File: src/rtl/psk_pkg.sv
// Shared types and width helpers for the PSK correlator bank.
package psk_pkg;

    typedef enum logic [1:0] {
        S_IDLE,
        S_SCAN,
        S_REPORT
    } scan_state_t;

    // Index width that stays at least one bit wide, even for a single lag or window.
    function automatic int clog2_min1(input int value);
        return (value <= 2) ? 1 : $clog2(value);
    endfunction

endpackage

File: src/rtl/psk_lag_acc.sv
// Single-lag integrate-and-dump accumulator with a snapshot register for the scanner.
module psk_lag_acc
#(
    parameter int ACC_W = 9
)
(
    input  logic             clk,
    input  logic             rst,
    input  logic             i_clr,
    input  logic             i_acc_en,
    input  logic             i_dump,
    input  logic             i_load,
    input  logic             i_hit,
    output logic [ACC_W-1:0] o_snap
);

    logic [ACC_W-1:0] r_acc;
    logic [ACC_W-1:0] r_snap;
    logic [ACC_W-1:0] w_sum;

    // The final sample of a window is folded into the snapshot, so no sample is lost.
    assign w_sum = r_acc + ACC_W'(i_hit);

    // NOTE: sequential state uses non-blocking assignments so every register sees pre-edge values.
    always_ff @(posedge clk or negedge rst) begin
        if (!rst) begin
            r_acc  <= '0;
            r_snap <= '0;
        end else if (i_clr) begin
            r_acc  <= '0;
            r_snap <= '0;
        end else begin
            if (i_acc_en) begin
                r_acc <= i_dump ? '0 : w_sum;
            end
            if (i_load) begin
                r_snap <= w_sum;
            end
        end
    end

    assign o_snap = r_snap;

endmodule

File: src/rtl/psk_correlator_bank.sv
// Multi-lag 1-bit correlator: per-lag integrate-and-dump plus a serial peak scanner.
module psk_correlator_bank
    import psk_pkg::*;
#(
    parameter int  N_LAGS = 4,
    parameter int  WINDOW = 256,
    localparam int ACC_W  = $clog2(WINDOW + 1),
    localparam int LAG_W  = clog2_min1(N_LAGS)
)
(
    input  logic             clk,
    input  logic             rst,
    input  logic             en,
    input  logic             sig,
    input  logic             code,
    input  logic             start,
    input  logic [ACC_W-1:0] threshold,
    output logic             dump_valid,
    output logic [LAG_W-1:0] peak_lag,
    output logic [ACC_W-1:0] peak_value,
    output logic             match,
    output logic             overrun
);

    localparam int               CNT_W    = clog2_min1(WINDOW);
    localparam logic [CNT_W-1:0] CNT_LAST = CNT_W'(WINDOW - 1);
    localparam logic [LAG_W-1:0] IDX_LAST = LAG_W'(N_LAGS - 1);

    logic              r_sig_buf;
    logic              r_code_buf;
    logic              r_en_d;
    logic [CNT_W-1:0]  r_count;
    logic              r_dump_req;
    logic [LAG_W-1:0]  r_idx;
    logic [LAG_W-1:0]  r_best_lag;
    logic [ACC_W-1:0]  r_best_val;
    logic              r_dump_valid;
    logic [LAG_W-1:0]  r_peak_lag;
    logic [ACC_W-1:0]  r_peak_value;
    logic              r_match;
    logic              r_overrun;
    scan_state_t       r_state;
    scan_state_t       w_state_nxt;

    logic [N_LAGS-1:0] w_code_dly;
    logic [ACC_W-1:0]  w_snap [N_LAGS];
    logic              w_win_end;
    logic              w_busy;
    logic              w_load;

    always_ff @(posedge clk or negedge rst) begin
        if (!rst) begin
            r_sig_buf  <= 1'b0;
            r_code_buf <= 1'b0;
            r_en_d     <= 1'b0;
        end else if (start) begin
            r_sig_buf  <= 1'b0;
            r_code_buf <= 1'b0;
            r_en_d     <= 1'b0;
        end else begin
            r_en_d <= en;
            if (en) begin
                r_sig_buf  <= sig;
                r_code_buf <= code;
            end
        end
    end

    assign w_code_dly[0] = r_code_buf;

    for (genvar k = 1; k < N_LAGS; k++) begin : g_dly
        logic r_d;
        always_ff @(posedge clk or negedge rst) begin
            if (!rst) begin
                r_d <= 1'b0;
            end else if (start) begin
                r_d <= 1'b0;
            end else if (r_en_d) begin
                r_d <= w_code_dly[k-1];
            end
        end
        assign w_code_dly[k] = r_d;
    end

    assign w_win_end = r_en_d && (r_count == CNT_LAST);
    // A pending dump request counts as busy so a snapshot is never overwritten before it is scanned.
    assign w_busy    = (r_state != S_IDLE) || r_dump_req;
    assign w_load    = w_win_end && !w_busy && !start;

    always_ff @(posedge clk or negedge rst) begin
        if (!rst) begin
            r_count <= '0;
        end else if (start) begin
            r_count <= '0;
        end else if (r_en_d) begin
            r_count <= w_win_end ? '0 : r_count + CNT_W'(1);
        end
    end

    for (genvar k = 0; k < N_LAGS; k++) begin : g_lag
        psk_lag_acc #(.ACC_W(ACC_W)) u_acc (
            .clk      (clk),
            .rst      (rst),
            .i_clr    (start),
            .i_acc_en (r_en_d),
            .i_dump   (w_win_end),
            .i_load   (w_load),
            .i_hit    (r_sig_buf == w_code_dly[k]),
            .o_snap   (w_snap[k])
        );
    end

    always_ff @(posedge clk or negedge rst) begin
        if (!rst) begin
            r_state <= S_IDLE;
        end else if (start) begin
            r_state <= S_IDLE;
        end else begin
            r_state <= w_state_nxt;
        end
    end

    // NOTE: the next-state default is assigned first so no path through the case infers a latch.
    always_comb begin
        w_state_nxt = r_state;
        case (r_state)
            S_IDLE:   if (r_dump_req) w_state_nxt = S_SCAN;
            S_SCAN:   if (r_idx == IDX_LAST) w_state_nxt = S_REPORT;
            S_REPORT: w_state_nxt = S_IDLE;
            default:  w_state_nxt = S_IDLE;
        endcase
    end

    always_ff @(posedge clk or negedge rst) begin
        if (!rst) begin
            r_dump_req <= 1'b0;
            r_idx      <= '0;
            r_best_lag <= '0;
            r_best_val <= '0;
        end else if (start) begin
            r_dump_req <= 1'b0;
            r_idx      <= '0;
            r_best_lag <= '0;
            r_best_val <= '0;
        end else begin
            r_dump_req <= w_load;
            if (r_state == S_SCAN) begin
                // Strictly-greater replacement keeps the lowest lag on ties.
                if ((r_idx == '0) || (w_snap[r_idx] > r_best_val)) begin
                    r_best_val <= w_snap[r_idx];
                    r_best_lag <= r_idx;
                end
                r_idx <= r_idx + LAG_W'(1);
            end else begin
                r_idx <= '0;
            end
        end
    end

    always_ff @(posedge clk or negedge rst) begin
        if (!rst) begin
            r_dump_valid <= 1'b0;
            r_overrun    <= 1'b0;
            r_peak_lag   <= '0;
            r_peak_value <= '0;
            r_match      <= 1'b0;
        end else if (start) begin
            r_dump_valid <= 1'b0;
            r_overrun    <= 1'b0;
        end else begin
            r_dump_valid <= (r_state == S_REPORT);
            r_overrun    <= w_win_end && w_busy;
            if (r_state == S_REPORT) begin
                r_peak_lag   <= r_best_lag;
                r_peak_value <= r_best_val;
                r_match      <= (r_best_val >= threshold);
            end
        end
    end

    assign dump_valid = r_dump_valid;
    assign peak_lag   = r_peak_lag;
    assign peak_value = r_peak_value;
    assign match      = r_match;
    assign overrun    = r_overrun;

endmodule

File: config.mk
export PLATFORM = sky130hd
export DESIGN_NAME = psk_correlator_bank
export DESIGN_NICKNAME = d
export VERILOG_FILES = /design/src/rtl/psk_pkg.sv /design/src/rtl/psk_lag_acc.sv /design/src/rtl/psk_correlator_bank.sv
export SDC_FILE = /design/constraint.sdc
export NUM_CORES = 1
export LEC_CHECK = 0
export ABC_AREA = 1
export BUFFER_PORTS_ARGS = -buffer_cell sky130_fd_sc_hd__buf_2
export CAP_MARGIN = 20
export CORE_ASPECT_RATIO = 1.75
export CORE_UTILIZATION = 55
export DETAILED_ROUTE_END_ITERATION = 10
export HOLD_SLACK_MARGIN = 0.02
export PLACE_DENSITY = 0.73
export SYNTH_ARGS = -nofsm -noshare
export SYNTH_HDL_FRONTEND = slang
export SYNTH_SLANG_ARGS = --single-unit
File: constraint.sdc
create_clock -name clk -period 2.6 [get_ports clk]
set_input_delay 0.13 -clock clk [delete_from_list [all_inputs] [get_ports clk]]
set_output_delay 0.13 -clock clk [all_outputs]
set_load 0.05 [all_outputs]
# == Word level (Yosys, flattened, before mapping) ==
# Index checks and enable logic that the tools add are counted.
# classes
n_addsub,6
mul,0
div,0
n_lt_le_gt_ge,3
eq_ne,10
shift,0
mux,52
bitwise_logic,2
reduce_logical,19
# op_table
cell,n
9-bit two-way mux,25
9-bit by 1-bit adder with 9-bit output,4
8-bit two-way mux,3
9-bit binary-select mux with 2-bit select,1
2-bit two-way mux,8
1-bit two-way mux,14
2-bit nonzero test,6
9-bit >= comparator,1
9-bit > comparator,1
8-bit by 1-bit adder with 8-bit output (second input constant),1
8-bit == test (second input constant),1
3-bit inequality test (second input constant),2
2-bit AND reduction,3
1-bit == test,4
2-bit == test (second input constant),2
1-bit logical AND,4
2-bit logical NOT,2
2-bit case mux with 2 select lines,1
3-bit >= comparator (second input constant),1
2-bit NOT with 3-bit output,1
2-bit by 1-bit adder with 2-bit output (second input constant),1
2-bit by 1-bit == test with 1-bit output (second input constant),1
1-bit logical NOT,2
1-bit logical OR,2
1-bit NOT,1
# word_totals
register_bits,116
latchBits,0
ram_bits,0
mem_bits_ro,0
in_bits,15
out_inout_bits,14
wordCells,117
memories,0

# == Longest topological paths before layout ==
# logic_depth
ltp_word,9
ltp_mapped,18
depth_no_buf,15

# == Modules after synthesis ==
# Synthesis repeated with hierarchy kept, for this count alone.
# unflattened
hier_cells,758
area_unflattened_um2,6392.4
# modules_own_cells
module,instances,cells_each,area_each_um2,seq_area_each_um2
psk_lag_acc,4,108,952.2,450.4
psk_correlator_bank,1,326,2583.7,1101.1

# == Least setup slack after synthesis ==
# OpenSTA, ideal clock, no wires.
# synth_timing
path_kind,reg2reg
start,register r_idx[1]
end,register r_best_lag[0]
setup_ps,66
arrival_time_ps,2224
required_ps,2534
slack_ps,310
path_stages_with_launch,19
path_buffers,3
synth_period_minus_slack_ps,2290
cell_sequence,dfrtp_1 clkbuf_1 inv_1 clkbuf_1 o21ai_0 o22ai_1 ha_1 nand2_1 inv_1 nand2_1 nand2_1 nand2_1 nand3_1 nand2_1 nand3_1 nand2_1 clkbuf_1 nand2_1 nand2_1
# synth_via
elab_chain_cells,8
word_cells_on_any_way,9
classes_between,1 x order compare; 3 x mux; 1 x bitwise; 4 x reduce/logical
# synth_lines
element,line,text
from (decl),psk_correlator_bank.sv:34,logic [LAG_W-1:0] r_idx;
from (signal assigned),psk_correlator_bank.sv:153,r_idx <= r_idx + LAG_W'(1);
2-bit NOT with 3-bit output (implied by the code),psk_correlator_bank.sv:149,if ((r_idx == '0) || (w_snap[r_idx] > r_best_val)) begin
9-bit binary-select mux with 2-bit select,psk_correlator_bank.sv:149,
9-bit two-way mux (implied by the code) (2 in a row),psk_correlator_bank.sv:149,
9-bit > comparator,psk_correlator_bank.sv:149,
1-bit logical OR (*),psk_correlator_bank.sv:149,
2-bit nonzero test (no source line) (*),--,
2-bit AND reduction (no source line) (*),--,
to (signal assigned),psk_correlator_bank.sv:151,r_best_lag <= r_idx;
to (decl),psk_correlator_bank.sv:35,logic [LAG_W-1:0] r_best_lag;
# Every way passes the cells marked *; elsewhere a longest branch is shown, timed or not. The select of a mux whose other input is x is not followed.
# A chain may end at the register's enable or synchronous reset.

# == Worst setup path in the final report ==
# layout_timing
start,register r_idx[0]
end,register r_best_val[5]
# layout_via
elab_chain_cells,8
word_cells_on_any_way,12
classes_between,1 x order compare; 6 x mux; 1 x bitwise; 4 x reduce/logical
# layout_lines
element,line,text
2-bit NOT with 3-bit output (implied by the code),"psk_correlator_bank.sv:149, psk_correlator_bank.sv:150",
9-bit binary-select mux with 2-bit select,"psk_correlator_bank.sv:149, psk_correlator_bank.sv:150",
9-bit two-way mux (implied by the code) (2 in a row),"psk_correlator_bank.sv:149, psk_correlator_bank.sv:150",
9-bit > comparator,psk_correlator_bank.sv:149,
1-bit logical OR,psk_correlator_bank.sv:149,
2-bit nonzero test (no source line),--,
2-bit AND reduction (no source line),--,
to (signal assigned),psk_correlator_bank.sv:150,r_best_val <= w_snap[r_idx];
to (decl),psk_correlator_bank.sv:36,logic [ACC_W-1:0] r_best_val;
# Parallel ways exist; a longest one is shown, timed or not. The select of a mux whose other input is x is not followed.

==> metrics.txt <==
# TYPE chip_impl_metric gauge
chip_impl_metric{name="die_height",unit="um"} 137
chip_impl_metric{name="dpl.cell_count",unit=""} 803
chip_impl_info{name="grt_setup_unrepaired",value="no"} 1
chip_impl_metric{name="design.die.area",unit="um^2"} 10900
chip_impl_metric{name="finalNonFillerCells",unit=""} 839
chip_impl_info{name="clock_tree.root_cell",value="sky130_fd_sc_hd__clkbuf_16"} 1
chip_impl_metric{name="ff_latch_area",unit="um^2"} 2900
chip_impl_metric{name="areaGrowthSynthToFinish",unit="%"} 17.6
chip_impl_metric{name="routed_wirelength",unit="mm"} 14.0
chip_impl_info{name="crit_path_start",value="r_idx[0]$_DFF_PN0_"} 1
chip_impl_metric{name="period_minus_slack",unit="ps"} 2330
chip_impl_metric{name="final_setup_violation_count",unit=""} 0
chip_impl_metric{name="synth.net_count",unit=""} 706
chip_impl_metric{name="setup-tns-final",unit="ps"} 0
chip_impl_metric{name="worst-path-max-fanout",unit=""} 11
chip_impl_metric{name="pre_cts_slack",unit="ps"} 261
chip_impl_metric{name="slowest_delay",unit="ps"} 360
chip_impl_metric{name="clock_latency",unit="ps"} 420
chip_impl_metric{name="cap_viol_max_count",unit=""} 0
chip_impl_metric{name="timing.fmax",unit="GHz"} 0.428
chip_impl_metric{name="design_area",unit="um^2"} 6760
chip_impl_info{name="cts_tree",value="built"} 1
chip_impl_metric{name="ir_drop",unit="uV"} 485
chip_impl_metric{name="grt_antenna_before_repair",unit=""} 0
chip_impl_metric{name="worstMarginPinSlew",unit="ps"} 795
chip_impl_metric{name="clock-skew-final",unit="ps"} 9.27
chip_impl_metric{name="grtUsageMet1",unit=""} 0.311
chip_impl_metric{name="yosysSeqAreaShare",unit=""} 0.505
chip_impl_metric{name="ys_types",unit=""} 39
chip_impl_metric{name="route.detailed.drc",unit=""} 0
chip_impl_metric{name="die_width",unit="um"} 79.3
chip_impl_info{name="endpoint",value="r_best_val[5]$_DFFE_PN0P_"} 1
chip_impl_info{name="crit-reg2reg-launch",value="r_idx[0]$_DFF_PN0_"} 1
chip_impl_metric{name="clock_sink_count",unit=""} 116
chip_impl_info{name="yosys.area.top_type",value="sky130_fd_sc_hd__dfrtp_1"} 1
chip_impl_metric{name="drt_iter0_drc",unit=""} 247
chip_impl_metric{name="number_of_global_route_vias_before_repair",unit=""} 4828
chip_impl_metric{name="pin_count",unit=""} 29
chip_impl_metric{name="postSynthRegisterBits",unit=""} 116
chip_impl_metric{name="cts.htree.levels",unit=""} 4
chip_impl_metric{name="post_drt_wl_per_cell",unit="um"} 16.7
chip_impl_metric{name="post_synthesis_average_cell_area",unit="um^2"} 8.68
chip_impl_metric{name="synth-warning-count",unit=""} 0
chip_impl_metric{name="dpl.hpwl",unit="mm"} 10.2
chip_impl_info{name="path_class",value="reg2reg"} 1
chip_impl_metric{name="grt_use_total",unit=""} 0.286
chip_impl_metric{name="critical_path_at",unit="ps"} 2680
chip_impl_metric{name="worst_setup_slack_after_layout",unit="ps"} 266
chip_impl_metric{name="power.static_leakage",unit="nW"} 3.37
chip_impl_metric{name="synth_area",unit="um^2"} 5750
chip_impl_metric{name="reg2regPathDepth",unit=""} 13
chip_impl_metric{name="grt_util_met2",unit=""} 0.527
chip_impl_metric{name="worst_setup_hold_path_clk_slew",unit="ps"} 50
chip_impl_info{name="cp-end-kind",value="flip-flop"} 1
chip_impl_metric{name="viasPerCell",unit=""} 5.66
chip_impl_metric{name="required",unit="ps"} 2950
chip_impl_info{name="run_status",value="finished clean"} 1
chip_impl_metric{name="multi_input_gate_area_in_the_final_layout",unit="um^2"} 2510
chip_impl_metric{name="worst_slew_margin_rel",unit=""} 0.469
chip_impl_metric{name="grt_pass1_wl",unit="mm"} 23.2
chip_impl_metric{name="insertedDiodeCount",unit=""} 0
chip_impl_metric{name="grtUsageMet3",unit=""} 0.0483
chip_impl_metric{name="cts_buffers",unit=""} 17
chip_impl_metric{name="grt.overflow.total",unit=""} 0
chip_impl_info{name="reg2reg_to",value="r_best_val[5]$_DFFE_PN0P_"} 1
chip_impl_info{name="holdCritPathClass",value="in2reg"} 1
chip_impl_metric{name="nets",unit=""} 743
chip_impl_metric{name="final.period_utilization",unit=""} 0.898
chip_impl_info{name="global_route.peak_usage_layer",value="met2"} 1
chip_impl_metric{name="syn_inst",unit=""} 662
chip_impl_metric{name="clock_tree.buffer_depth",unit=""} 2
chip_impl_metric{name="hold_violations",unit=""} 0
chip_impl_metric{name="largest_net_degree_at_the_start_of_global_routing",unit=""} 49
chip_impl_info{name="synth.area.top_cells",value="sky130_fd_sc_hd__dfrtp_1 51%, sky130_fd_sc_hd__nand2_1 11%, sky130_fd_sc_hd__ha_1 6.3%"} 1
chip_impl_metric{name="routabilityCongestion",unit=""} 0.951
chip_impl_metric{name="route.vias.total",unit=""} 4749
chip_impl_info{name="start_kind",value="flip-flop"} 1
chip_impl_metric{name="rrSetupSlack",unit="ps"} 270
chip_impl_metric{name="layout-drive-gt1-share",unit=""} 0.117
chip_impl_metric{name="first_pass_iters",unit=""} 4
chip_impl_metric{name="cellPowerDensity",unit="nW/um^2"} 723
chip_impl_metric{name="fp-row-count",unit=""} 49
chip_impl_info{name="timing.critical_path.slowest_stage_cell",value="sky130_fd_sc_hd__dfrtp_1"} 1
chip_impl_metric{name="ant_nets_after_route",unit=""} 0
chip_impl_info{name="path_common_cell",value="sky130_fd_sc_hd__nand2_1"} 1
chip_impl_metric{name="synth_top_area_share",unit=""} 0.505
chip_impl_metric{name="starting_density_of_the_core",unit=""} 0.561
chip_impl_metric{name="total_power",unit="mW"} 4.88
chip_impl_metric{name="fillers",unit=""} 829
chip_impl_metric{name="detailed_place.area",unit="um^2"} 6030
chip_impl_metric{name="placeableCoreArea",unit="um^2"} 10200
chip_impl_metric{name="finalMaxSlewViolations",unit=""} 0
chip_impl_info{name="crit_chain",value="clkinv_1, buf_4, o21ai_0, o22ai_1, ha_1, nand2_1, nor2_1, nand3b_1, nand3_1, nand2_1, nand2_1, nand3_1, nand2_1"} 1
chip_impl_metric{name="place.port_buffers",unit=""} 28
per-layer routing:
layer  vias to the layer above  part of all wire  wire (um)
li1                       2289                 -          -
met1                      2321              0.38       5390
met2                       101              0.55       7710
met3                        38             0.024        341
met4                         0             0.040        560
met5                         -                 0          0
registers in the layout, indices dropped and copies added (netlist names), 2 cells and up:
name,cells
g_dly.r_d,3
g_lag.u_acc.o_snap,36
g_lag.u_acc.r_acc,36
peak_lag,2
peak_value,9
r_best_lag,2
r_best_val,9
r_count,8
r_idx,2
r_state,2
cells by family (layout without fill, tap and decap cells):
family	after synthesis	after routing	share of synthesized area
xor+xnor	17	17	0.0259
buf+inv	86	136	0.0590
flops	116	116	0.505
simple gates	287	287	0.209
compound gates	126	126	0.136
fa+ha+maj	29	29	0.0632
mux	1	1	0.00174
area by class of cell:
cell class,instances,area share
Clock buffer,19,0.0670
Sequential cell,116,0.430
Inverter,61,0.0339
Clock inverter,13,0.0337
Multi-Input combinational cell,460,0.371
Timing Repair Buffer,43,0.0411
Tap cell,127,0.0235
through the flow:
step	util	hold slack, ps
detailed placement	0.589	185
global route	0.660	133
global placement	0.589	179
floorplan	-	-166
finish	0.660	98.0
CTS	0.660	94.3
synth_stat cells:
cell type	n
sky130_fd_sc_hd__a21oi_1	11
sky130_fd_sc_hd__buf_2	4
sky130_fd_sc_hd__o31ai_1	7
sky130_fd_sc_hd__nand2_1	171
sky130_fd_sc_hd__a211oi_1	2
sky130_fd_sc_hd__and3_1	3
sky130_fd_sc_hd__mux2i_1	1
sky130_fd_sc_hd__a22o_1	23
sky130_fd_sc_hd__xnor2_1	9
sky130_fd_sc_hd__xor2_1	8
sky130_fd_sc_hd__o21ai_0	59
sky130_fd_sc_hd__or3_1	1
sky130_fd_sc_hd__buf_4	1
sky130_fd_sc_hd__nor2_2	1
sky130_fd_sc_hd__buf_6	1
sky130_fd_sc_hd__inv_1	56
sky130_fd_sc_hd__nand3b_1	1
sky130_fd_sc_hd__a2111oi_0	1
sky130_fd_sc_hd__o21a_1	1
sky130_fd_sc_hd__nor3_2	1
sky130_fd_sc_hd__nand3_1	35
sky130_fd_sc_hd__clkinv_1	1
sky130_fd_sc_hd__ha_1	29
sky130_fd_sc_hd__or2_2	1
sky130_fd_sc_hd__nor2_8	1
sky130_fd_sc_hd__o22ai_1	18
sky130_fd_sc_hd__inv_2	4
sky130_fd_sc_hd__nand4_1	8
sky130_fd_sc_hd__nor3_1	7
sky130_fd_sc_hd__buf_1	1
sky130_fd_sc_hd__nand3_2	1
sky130_fd_sc_hd__dfrtp_1	116
sky130_fd_sc_hd__nor2_1	54
sky130_fd_sc_hd__a31oi_1	1
sky130_fd_sc_hd__nand2_2	2
sky130_fd_sc_hd__o2111ai_1	1
sky130_fd_sc_hd__a21o_1	1
sky130_fd_sc_hd__clkbuf_1	18
sky130_fd_sc_hd__a32oi_1	1
power breakdown:
group / total (mW) / internal [mW] / switching [mW]
sequential: 1.85 / 1.83 / 0.0210
clock: 2.68 / 1.85 / 0.831
combinational: 0.353 / 0.105 / 0.247
placed cells by master, fill, tap and decap left out, types with 2 or more instances in the layout:
cell                            count
sky130_fd_sc_hd__clkbuf_8           2
sky130_fd_sc_hd__ha_1              29
sky130_fd_sc_hd__clkinv_2           3
sky130_fd_sc_hd__xnor2_1            9
sky130_fd_sc_hd__nand4_1            8
sky130_fd_sc_hd__xor2_1             8
sky130_fd_sc_hd__buf_4             11
sky130_fd_sc_hd__a211oi_1           2
sky130_fd_sc_hd__clkinvlp_4         2
sky130_fd_sc_hd__a22o_1            23
sky130_fd_sc_hd__nor3_1             7
sky130_fd_sc_hd__buf_2             27
sky130_fd_sc_hd__clkbuf_16         17
sky130_fd_sc_hd__nand2_1          170
sky130_fd_sc_hd__dlygate4sd3_1      4
sky130_fd_sc_hd__and3_1             3
sky130_fd_sc_hd__bufinv_16          6
sky130_fd_sc_hd__o21ai_0           59
sky130_fd_sc_hd__o31ai_1            7
sky130_fd_sc_hd__a21oi_1           11
sky130_fd_sc_hd__inv_2              4
sky130_fd_sc_hd__dfrtp_1          116
sky130_fd_sc_hd__o22ai_1           18
sky130_fd_sc_hd__nand2_2            3
sky130_fd_sc_hd__nor2_1            54
sky130_fd_sc_hd__nand3_1           35
sky130_fd_sc_hd__inv_1             56
critical path, delay by kind of cell, from the launching register on:
family          cells  cell delay (ps)
compound gates      2              310
fa+ha+maj           1              310
buf+inv             2              250
flops               1              360
simple gates        8             1020
how the worst min path moves through the flow:
stage               start                                  end  slack [ps]  depth (start not counted)
floorplan             rst                 dump_valid$_DFF_PN0_        -170                          0
global placement      rst  g_lag[3].u_acc.r_acc[8]$_DFFE_PN0P_         180                          1
detailed placement    rst  g_lag[3].u_acc.r_acc[6]$_DFFE_PN0P_         180                          1
CTS                 start                   r_idx[1]$_DFF_PN0_          90                          2
global route        start                   r_idx[1]$_DFF_PN0_         130                          2
finish              start                   r_idx[1]$_DFF_PN0_         100                          2
what timing repair did:
action,in CTS,in global routing
setup endpoints to repair,0,11
resized for setup,0,1
endpoints found under the hold margin,49,0
hold buffers,4,0
buffers inserted,0,0
No activity file was read; power rests on OpenSTA's default activity.
